<file path="src/rtl/ipsxe_fft_test_ctrl_if.sv">
// Bundles the per-channel FFT/checker status lines and the sequencer's
// verdict outputs so the controller and its environment share one port.
interface ipsxe_fft_test_ctrl_if #(
   parameter int N_CH = 1
);
   logic              i_aclken;
   logic              i_start_test;
   logic [N_CH-1:0]   i_xk_tlast;
   logic [N_CH-1:0]   i_chk_finished;
   logic [N_CH-1:0]   i_err;
   logic [3*N_CH-1:0] i_alm;

   logic              o_start_pulse;
   logic              o_busy;
   logic              o_done;
   logic              o_pass;
   logic              o_timeout;
   logic [N_CH-1:0]   o_err_ch;
   logic              o_err;
   logic [15:0]       o_loop_cnt;

   // Environment side: drives button, enable and channel status, observes the verdict.
   modport master (
      output i_aclken, i_start_test, i_xk_tlast, i_chk_finished, i_err, i_alm,
      input  o_start_pulse, o_busy, o_done, o_pass, o_timeout, o_err_ch, o_err, o_loop_cnt
   );

   // Controller side.
   modport slave (
      input  i_aclken, i_start_test, i_xk_tlast, i_chk_finished, i_err, i_alm,
      output o_start_pulse, o_busy, o_done, o_pass, o_timeout, o_err_ch, o_err, o_loop_cnt
   );
endinterface

</file>
<file path="src/rtl/ipsxe_fft_test_ctrl.sv">
// Onboard test sequencer for multi-channel FFT demos: debounces the start
// button, fires one start strobe, supervises frame counts, a watchdog and
// sticky per-channel errors, then reports a pass/fail verdict. In loop mode
// it keeps re-running until the first failing run, counting passes.
module ipsxe_fft_test_ctrl #(
   parameter int N_CH           = 1,
   parameter int TEST_FRAME_NUM = 4,
   parameter int DB_CNT_MAX     = 2048,
   parameter int TIMEOUT_CYC    = 65536,
   parameter int LOOP_MODE      = 0
) (
   input logic                 i_clk,
   input logic                 i_rst,
   ipsxe_fft_test_ctrl_if.slave bus
);

   localparam int DBW = $clog2(DB_CNT_MAX);
   localparam int WDW = $clog2(TIMEOUT_CYC);
   localparam logic [DBW-1:0] DB_LAST  = DBW'(DB_CNT_MAX - 1);
   localparam logic [WDW-1:0] WD_LAST  = WDW'(TIMEOUT_CYC - 1);
   localparam logic [7:0]     FRM_LAST = 8'(TEST_FRAME_NUM);

   typedef enum logic [2:0] {IDLE, DEBOUNCE, START, RUN, DONE} state_t;

   state_t          r_state;
   state_t          r_retState;
   logic [2:0]      r_sync;
   logic [DBW-1:0]  r_dbCnt;
   logic [WDW-1:0]  r_wdCnt;
   logic [7:0]      r_frameCnt [N_CH];
   logic            r_firstRun;
   logic            r_startPulse;
   logic            r_busy;
   logic            r_done;
   logic            r_pass;
   logic            r_timeout;
   logic [N_CH-1:0] r_errCh;
   logic [15:0]     r_loopCnt;

   logic [N_CH-1:0] w_chErr;
   logic            w_allDone;
   logic            w_rise;
   logic            w_anyTlast;
   logic            w_loopAgain;

   assign w_rise      = r_sync[1] & ~r_sync[2];
   assign w_anyTlast  = |bus.i_xk_tlast;
   assign w_loopAgain = (LOOP_MODE != 0) && r_pass;

   // Per-channel error sources this cycle (checker error, any alarm bit, or a
   // tlast beyond the expected frame count) and the all-channels-finished test.
   always_comb begin
      w_chErr   = '0;
      w_allDone = 1'b1;
      for (int c = 0; c < N_CH; c++) begin
         w_chErr[c] = bus.i_err[c] | (|bus.i_alm[3*c +: 3]) |
                      (bus.i_xk_tlast[c] && (r_frameCnt[c] == FRM_LAST));
         w_allDone  = w_allDone & (r_frameCnt[c] == FRM_LAST) & bus.i_chk_finished[c];
      end
   end

   // Sequencer: synchroniser, debounce, start strobe, run supervision and verdict.
   always_ff @(posedge i_clk or posedge i_rst) begin
      if (i_rst) begin
         r_state      <= IDLE;
         r_retState   <= IDLE;
         r_sync       <= 3'b111;
         r_dbCnt      <= '0;
         r_wdCnt      <= '0;
         for (int c = 0; c < N_CH; c++) r_frameCnt[c] <= '0;
         r_firstRun   <= 1'b0;
         r_startPulse <= 1'b0;
         r_busy       <= 1'b0;
         r_done       <= 1'b0;
         r_pass       <= 1'b0;
         r_timeout    <= 1'b0;
         r_errCh      <= '0;
         r_loopCnt    <= '0;
      end else if (bus.i_aclken) begin
         r_sync       <= {r_sync[1:0], bus.i_start_test};
         r_startPulse <= 1'b0;
         case (r_state)
            IDLE, DONE: begin
               if (r_state == DONE && w_loopAgain) begin
                  r_state      <= START;
                  r_startPulse <= 1'b1;
                  r_busy       <= 1'b1;
                  r_done       <= 1'b0;
               end else if (w_rise) begin
                  r_state    <= DEBOUNCE;
                  r_retState <= r_state;
                  r_dbCnt    <= DBW'(1);
                  r_busy     <= 1'b1;
                  r_done     <= 1'b0;
               end
            end
            DEBOUNCE: begin
               if (!r_sync[2]) begin
                  r_state <= r_retState;
                  r_dbCnt <= '0;
                  r_busy  <= 1'b0;
                  r_done  <= (r_retState == DONE);
               end else if (r_dbCnt == DB_LAST) begin
                  r_state      <= START;
                  r_dbCnt      <= '0;
                  r_startPulse <= 1'b1;
               end else begin
                  r_dbCnt <= r_dbCnt + DBW'(1);
               end
            end
            START: begin
               r_state    <= RUN;
               r_firstRun <= 1'b1;
               r_wdCnt    <= '0;
               for (int c = 0; c < N_CH; c++) r_frameCnt[c] <= '0;
               r_errCh    <= '0;
               r_timeout  <= 1'b0;
               r_pass     <= 1'b0;
            end
            RUN: begin
               r_firstRun <= 1'b0;
               r_errCh    <= r_errCh | w_chErr;
               for (int c = 0; c < N_CH; c++) begin
                  if (bus.i_xk_tlast[c] && (r_frameCnt[c] != FRM_LAST))
                     r_frameCnt[c] <= r_frameCnt[c] + 8'd1;
               end
               if (!r_firstRun && w_allDone) begin
                  r_state <= DONE;
                  r_busy  <= 1'b0;
                  r_done  <= 1'b1;
                  r_pass  <= ~(|(r_errCh | w_chErr));
                  if (!(|(r_errCh | w_chErr)) && (r_loopCnt != 16'hFFFF))
                     r_loopCnt <= r_loopCnt + 16'd1;
               end else if (w_anyTlast) begin
                  r_wdCnt <= '0;
               end else if (r_wdCnt == WD_LAST) begin
                  r_timeout <= 1'b1;
                  r_state   <= DONE;
                  r_busy    <= 1'b0;
                  r_done    <= 1'b1;
                  r_pass    <= 1'b0;
               end else begin
                  r_wdCnt <= r_wdCnt + WDW'(1);
               end
            end
            default: r_state <= IDLE;
         endcase
      end
   end

   assign bus.o_start_pulse = r_startPulse;
   assign bus.o_busy        = r_busy;
   assign bus.o_done        = r_done;
   assign bus.o_pass        = r_pass;
   assign bus.o_timeout     = r_timeout;
   assign bus.o_err_ch      = r_errCh;
   assign bus.o_err         = (|r_errCh) | r_timeout;
   assign bus.o_loop_cnt    = r_loopCnt;

endmodule

</file>
<file path="src/flat_wrapper.sv">
// flat-port wrapper written by rule: the top's interface ports become plain ports
module ipsxe_fft_test_ctrl_flat 
#(
   parameter int N_CH           = 1,
   parameter int TEST_FRAME_NUM = 4,
   parameter int DB_CNT_MAX     = 2048,
   parameter int TIMEOUT_CYC    = 65536,
   parameter int LOOP_MODE      = 0
)
  (i_clk, i_rst, bus_i_aclken, bus_i_start_test, bus_i_xk_tlast, bus_i_chk_finished, bus_i_err, bus_i_alm, bus_o_start_pulse, bus_o_busy, bus_o_done, bus_o_pass, bus_o_timeout, bus_o_err_ch, bus_o_err, bus_o_loop_cnt);
  ipsxe_fft_test_ctrl_if #(.N_CH(N_CH)) bus_i ();
  input logic i_clk;
  input logic i_rst;
  input wire logic [$bits(bus_i.i_aclken)-1:0] bus_i_aclken;
  input wire logic [$bits(bus_i.i_start_test)-1:0] bus_i_start_test;
  input wire logic [$bits(bus_i.i_xk_tlast)-1:0] bus_i_xk_tlast;
  input wire logic [$bits(bus_i.i_chk_finished)-1:0] bus_i_chk_finished;
  input wire logic [$bits(bus_i.i_err)-1:0] bus_i_err;
  input wire logic [$bits(bus_i.i_alm)-1:0] bus_i_alm;
  output wire logic [$bits(bus_i.o_start_pulse)-1:0] bus_o_start_pulse;
  output wire logic [$bits(bus_i.o_busy)-1:0] bus_o_busy;
  output wire logic [$bits(bus_i.o_done)-1:0] bus_o_done;
  output wire logic [$bits(bus_i.o_pass)-1:0] bus_o_pass;
  output wire logic [$bits(bus_i.o_timeout)-1:0] bus_o_timeout;
  output wire logic [$bits(bus_i.o_err_ch)-1:0] bus_o_err_ch;
  output wire logic [$bits(bus_i.o_err)-1:0] bus_o_err;
  output wire logic [$bits(bus_i.o_loop_cnt)-1:0] bus_o_loop_cnt;
  assign bus_i.i_aclken = bus_i_aclken;
  assign bus_i.i_start_test = bus_i_start_test;
  assign bus_i.i_xk_tlast = bus_i_xk_tlast;
  assign bus_i.i_chk_finished = bus_i_chk_finished;
  assign bus_i.i_err = bus_i_err;
  assign bus_i.i_alm = bus_i_alm;
  assign bus_o_start_pulse = bus_i.o_start_pulse;
  assign bus_o_busy = bus_i.o_busy;
  assign bus_o_done = bus_i.o_done;
  assign bus_o_pass = bus_i.o_pass;
  assign bus_o_timeout = bus_i.o_timeout;
  assign bus_o_err_ch = bus_i.o_err_ch;
  assign bus_o_err = bus_i.o_err;
  assign bus_o_loop_cnt = bus_i.o_loop_cnt;
  ipsxe_fft_test_ctrl #(.N_CH(N_CH), .TEST_FRAME_NUM(TEST_FRAME_NUM), .DB_CNT_MAX(DB_CNT_MAX), .TIMEOUT_CYC(TIMEOUT_CYC), .LOOP_MODE(LOOP_MODE)) u_core (.i_clk(i_clk), .i_rst(i_rst), .bus(bus_i));
endmodule
</file>
<file path="config.mk">
export PLATFORM = sky130hd
export DESIGN_NAME = ipsxe_fft_test_ctrl_flat
export DESIGN_NICKNAME = d
export VERILOG_FILES = /design/src/rtl/ipsxe_fft_test_ctrl_if.sv /design/src/rtl/ipsxe_fft_test_ctrl.sv /design/src/flat_wrapper.sv
export SDC_FILE = /design/constraint.sdc
export NUM_CORES = 1
export LEC_CHECK = 0
export ABC_AREA = 1
export BUFFER_PORTS_ARGS = -buffer_cell sky130_fd_sc_hd__clkbuf_2
export CORE_ASPECT_RATIO = 1.2
export CORE_UTILIZATION = 56
export CTS_BUF_LIST = sky130_fd_sc_hd__clkbuf_4
export DETAILED_ROUTE_END_ITERATION = 16
export PLACE_DENSITY = 0.78
export SYNTH_ARGS = -nofsm -noshare
export SYNTH_HDL_FRONTEND = slang
export SYNTH_SLANG_ARGS = --single-unit
</file>
<file path="constraint.sdc">
create_clock -name i_clk -period 1.7 [get_ports i_clk]
set_input_delay 0.085 -clock i_clk [delete_from_list [all_inputs] [get_ports i_clk]]
set_output_delay 0.085 -clock i_clk [all_outputs]
set_load 0.05 [all_outputs]
</file>
Word-level counts from Yosys, hierarchy flattened:

Cells that the tools add are included.

* flip-flop bits (word level): 67
* input bits: 10
* output and inout port bits: 23
* word-level logic and storage cells: 106

* add/sub/neg operators: 4
* eq/ne operators: 20
* muxes and demuxes: 38
* bitwise operators: 8
* reductions and logical operators: 22

Operators by type and width (count)
* $mux 16: 3
* $mux 11: 3
* $add 16x1->16 const B: 2
* $pmux 16 s2: 1
* $pmux 11 s2: 1
* $mux 3: 6
* $eq 16x16->1 const B: 1
* $ne 16x16->1 const B: 1
* $pmux 8 s2: 1
* $mux 1: 15
* $pmux 3 s4: 1
* $reduce_and 4->1: 3
* $add 11x1->11 const B: 1
* $eq 11x11->1 const B: 1
* $reduce_and 5->1: 2
* $reduce_and 3->1: 3
* $add 8x1->8 const B: 1
* $eq 8x3->1 const B: 1
* $mux 8: 1
* $ne 8x3->1 const B: 1
* $pmux 1 s2: 4
* $eq 3x2->1 const B: 2
* $eq 3x3->1 const B: 2
* $ne 2x1->1 const B: 3
* other kinds (18): 32

Logic depth before layout (Yosys ltp):

* word-level depth: 7
* gate-level depth with buffers: 11
* gate-level depth less buffers: 11

Least setup slack after synthesis:

OpenSTA, ideal clock, no wires.

* path kind: reg-to-reg
* start: register u_core.r_loopCnt[0], in the netlist u_core.bus.o_loop_cnt[0]
* end: register u_core.r_loopCnt[6], in the netlist u_core.bus.o_loop_cnt[6]
* library setup time: 0.066 ns
* arrival: 1.858 ns
* data required time: 1.634 ns
* path slack: -0.224 ns
* stages on the path, launching flop included: 11
* path buffers: 1
* period minus slack after synthesis: 1.924 ns
* path through: dfrtp_1 -> ha_1 -> inv_1 -> nor2_2 -> nand2_2 -> nor2_4 -> nor2_4 -> nand3_2 -> buf_6 -> nand2_1 -> nand2_1

* longest elaborated chain between the ends: 3
* elaborated cells on any way between the ends: 4
* classes of those cells: add/sub: 1; eq/ne: 1; reduce/logical: 2

RTL lines
* start, declared: RTL line ipsxe_fft_test_ctrl.sv:38 `logic [15:0] r_loopCnt;`
* start signal, assigned: RTL line ipsxe_fft_test_ctrl.sv:133 `r_loopCnt <= r_loopCnt + 16'd1;`
* parallel branches: the longest is 3 deep, another holds $add 16x1->16

Several ways; the timed one is not identified.
A chain may end at the register's enable or synchronous reset.

Worst setup path in the final report:

* start: register u_core.r_wdCnt[0]
* end: register u_core.r_done, in the netlist u_core.bus.o_done

* longest elaborated chain between the ends: 3

RTL lines
* start, declared: RTL line ipsxe_fft_test_ctrl.sv:29 `logic [WDW-1:0] r_wdCnt;`
* start signal, assigned: RTL line ipsxe_fft_test_ctrl.sv:143 `r_wdCnt <= r_wdCnt + WDW'(1);`
* $eq 16x16->1: RTL line ipsxe_fft_test_ctrl.sv:136 `end else if (r_wdCnt == WD_LAST) begin`
* $ne 3x1->1 (no line)
* $reduce_and 6->1 (no line)
* end signal, assigned: RTL line ipsxe_fft_test_ctrl.sv:102 `r_done <= (r_retState == DONE);`
* end, declared: RTL line ipsxe_fft_test_ctrl.sv:34 `logic r_done;`

Every way passes these cells.

==> impl_summary.txt <==
----------------------------------------------------
[Finish]
  Core utilization of the finished layout ... 70.2%
  Post-layout net count ... 620
  Filler Cell Count ... 574
  Final instance area ... 0.00481 mm²
  Final antenna diode count ... 0
  Final standard cell count with taps included and fillers excluded ... 697
  Layout area overhead ... 20.1%
  Fraction of layout instances using a drive strength above 1 ... 25.7%

[Logic synthesis]
  Netlist Area Pre-Place ... 0.00400 mm²
  Sequential share of the synthesized area ... 42.0%
  Number of synthesized flops with an enable pin ... 0
  Share of Yosys cell area claimed by the top area cell type ... 40.0%
  Warning count from the yosys run ... 0
  Net count of the mapped netlist ... 544
  Synthesized flop and latch total ... 67
  Commonest register cell after synthesis ... sky130_fd_sc_hd__dfrtp_1
  Most instantiated library cell after synthesis ... sky130_fd_sc_hd__nand2_1
  Synth area leaders ... sky130_fd_sc_hd__dfrtp_1, sky130_fd_sc_hd__nand2_1, sky130_fd_sc_hd__nand3_1, sky130_fd_sc_hd__nor2_1, sky130_fd_sc_hd__inv_1
  Number of different library cells in the post-synthesis netlist ... 38
  Proportion of synthesized flip-flops having asynchronous set or reset ... 100%
  Largest area contributor in the netlist ... sky130_fd_sc_hd__dfrtp_1
  Average size of a mapped cell ... 7.57 µm²
  Top cells by count, synth ... sky130_fd_sc_hd__nand2_1, sky130_fd_sc_hd__dfrtp_1, sky130_fd_sc_hd__nor2_1
  Syn Inst Count ... 529

[Timing]
  Final hold violations ... 0
  Final setup violation count ... 0
  Final period util ... 96.9%
  Unrepaired setup endpoints after global routing ... true
  Slew at the pin closest to its max-slew limit ... 0.499 ns
  Fmax ... 607 MHz
  Final max-slew violation count ... 0
  Maximum clock skew at final layout ... 0.0196 ns
  Final critical-path required period ... 1.65 ns
  Final worst hold slack ... 0.0656 ns
  Max_slew headroom ... 66.7%
  Total negative slack ... 0 ns

[Worst hold path]
  Hold path startpoint ... bus_i_xk_tlast
  Path category of the worst min-delay check ... input port to flop

[Run status]
  Status ... finished clean

[Placement]
  GPL Wtd Cong ... 0.904
  Port bufs ... 32
  DP Area ... 0.00448 mm²
  Number of placed cells counting well taps ... 668
  HPWL after detailed placement ... 6400 µm

[Clock tree]
  Sinks on the clock net ... 67
  TritonCTS clock tree ... done
  Clock root buffer ... sky130_fd_sc_hd__clkbuf_4
  TritonCTS buffer count ... 9
  Number of H-tree levels ... 3
  Clock Latency Late Sink ... 0.41 ns
  Clock transition at the registers of the reported paths ... 0.12 ns
  Bufs on Longest Clock Path ... 2

[Critical path]
  Cell mode on critical path ... sky130_fd_sc_hd__nor2_4
  Crit path largest cell delay ... 0.40 ns
  Kind of end point of the critical path ... flop
  Gate family responsible for the most delay along the worst path ... simple AND/OR/NAND/NOR gates
  Worst Path Max Fanout ... 5
  Required arrival time at the worst endpoint ... 2.03 ns
  FF-to-FF Start ... u_core.r_wdCnt[0]
  Setup crit start kind ... flop
  Cells along the critical path ... ha_2, nand2_2, nor2_4, nand3b_1, nor2_4, nor2_2, inv_2, buf_4, nand3_1, nand2_1
  Critical path class ... flop to flop
  Slowest-stage cell, CP ... sky130_fd_sc_hd__dfrtp_1
  Worst Path Arrival ... 1.98 ns
  Start point of the critical path ... u_core.r_wdCnt[0]
  Buffer and inverter count on the worst path ... 2

[Global route]
  Met2 routing resource usage after global routing ... 43.2%
  Routing layer with the top usage in global route ... met2
  Pin count of the biggest net entering global routing ... 28
  Global routing usage on met1 ... 33.2%
  Wire length of the first global-routing pass ... 15,000 µm
  GRT Util Overall ... 25.3%
  Overall overflow remaining after global route ... 0
  Met3 demand-to-capacity share in global routing ... 2.90%
  Via count of the first global-routing pass ... 3,357
  Number of antenna violations at the first check in global routing ... 0

[Drt]
  Detailed-route DRC error count ... 0
  Detail-routed net length per standard cell ... 12.9 µm
  ANT nets after route ... 0
  Number of violations reported at the end of detailed-routing iteration 0 ... 186
  TritonRoute pass-1 iters ... 4
  Detailed-route wire length ... 8990 µm
  Via density per instance ... 5.29
  Total vias in the final route ... 3,687

[Floorplan]
  Core footprint ... 0.00685 mm²
  Floorplan die height ... 94.6 µm
  Std-Cell Rows ... 33
  Die area ... 0.00749 mm²
  Initial core utilization ... 58.4%
  Horizontal die dimension ... 79.2 µm
  Num ports ... 33

[Power]
  Peak supply drop ... 862 µV
  Pwr dens ... 887 mW/mm²
  Leakage dissipation ... 2.26 nW

[Job]
  Number of max-cap violations ... 0

----------------------------------------------------
-- sequential cells by signal, indices dropped and copies added (netlist names) --
register / cells
u_core.bus.o_loop_cnt: 16
u_core.r_wdCnt: 16
u_core.r_dbCnt: 11
u_core.r_frameCnt: 8
u_core.r_retState: 3
u_core.r_state: 3
u_core.r_sync: 3
u_core.bus.o_busy: 1
u_core.bus.o_done: 1
u_core.bus.o_err_ch: 1
u_core.bus.o_pass: 1
u_core.bus.o_start_pulse: 1
u_core.bus.o_timeout: 1
u_core.r_firstRun: 1
-- power breakdown --
part / switching [mW] / total (mW) / internal [mW] / leakage [nW]
Combinational: 0.947 / 1.47 / 0.527 / 1.30
Clock: 0.560 / 0.897 / 0.338 / 0.0662
Sequential: 0.134 / 1.89 / 1.76 / 0.895
Total: 1.64 / 4.26 / 2.62 / 2.26
-- repair_timing --
| action | 4_1_cts | 5_1_grt |
|---|---|---|
| hold endpoints to repair | 22 | 0 |
| hold buffers | 4 | 0 |
| endpoints found under the setup margin | 25 | 48 |
| resized for setup | 4 | 28 |
| pin swaps | 0 | 16 |
| buffers inserted | 0 | 9 |
-- cell families after synthesis --
family / after synthesis / share of synthesized area (%)
adder cells (fa/ha/maj): 5 / 1.56
buffers and inverters: 58 / 6.50
AO/OA/AOI/OAI: 51 / 6.97
XOR/XNOR: 26 / 5.69
AND/OR/NAND/NOR: 322 / 37.3
flip-flops: 67 / 42.0
-- layout make-up --
cell class | count | area, µm² | share of cell area (%)
multi-input combinational | 404 | 2190 | 45.5
sequential | 67 | 1690 | 35.2
timing repair buffer | 72 | 508 | 10.6
inverter | 51 | 201 | 4.19
tap | 87 | 109 | 2.26
clock buffer | 12 | 90.1 | 1.87
clock inverter | 4 | 17.5 | 0.364
-- worst paths after layout --
kind / to / slack [ns] / depth (start not counted)
worst max register to register: u_core.bus.o_done / 0.05 / 10
worst max-delay path: u_core.bus.o_done / 0.05 / 10
max in group asynchronous: u_core.bus.o_busy / 0.82 / 4
min in group asynchronous: u_core.r_frameCnt[4] / 0.23 / 3
worst min register to register: u_core.r_sync[1] / 0.47 / 2
worst min-delay path: u_core.r_wdCnt[13] / 0.07 / 4
-- per-stage QoR --
step	worst slack [ns]	power, mW
final	0.0525	4.26
after detailed placement	-0.0451	3.22
after floorplan	0.00259	2.79
after global placement	0.0420	3.16
after global routing	-0.0672	4.52
after CTS	0.0179	4.13
-- layout by cell type (no fill, tap or decap), types with 4 or more instances in the layout --
master	netlist	layout
sky130_fd_sc_hd__dlygate4sd3_1	0	4
sky130_fd_sc_hd__dfrtp_2	0	11
sky130_fd_sc_hd__nand2_2	8	10
sky130_fd_sc_hd__o21ai_1	19	18
sky130_fd_sc_hd__nand3_1	38	37
sky130_fd_sc_hd__nand4_1	21	21
sky130_fd_sc_hd__nor3_1	7	7
sky130_fd_sc_hd__buf_4	2	33
sky130_fd_sc_hd__clkbuf_2	0	32
sky130_fd_sc_hd__nor2_2	6	10
sky130_fd_sc_hd__o21ai_0	11	11
sky130_fd_sc_hd__inv_1	44	42
sky130_fd_sc_hd__nor2_4	7	11
sky130_fd_sc_hd__inv_2	5	5
sky130_fd_sc_hd__nor2_1	48	40
sky130_fd_sc_hd__dfrtp_1	64	53
sky130_fd_sc_hd__a21oi_1	13	12
sky130_fd_sc_hd__clkbuf_4	0	12
sky130_fd_sc_hd__xor2_1	18	18
sky130_fd_sc_hd__nand2_1	173	167
sky130_fd_sc_hd__nand2_4	1	5
sky130_fd_sc_hd__xnor2_1	8	8
-- worst min-delay path, delay by kind of cell --
family	cells	cell delay (ns)
buf+inv	1	0.15
simple gates	3	0.21
-- routing by layer --
metal  share of wire [%]  wire [µm]  up-vias
li1                    -          -     1864
met1                  44       3990     1741
met4                0.89         80        0
met5                   0          0        -
met3                 3.6        320        9
met2                  51       4590       73
No activity file was read; power rests on OpenSTA's default activity.
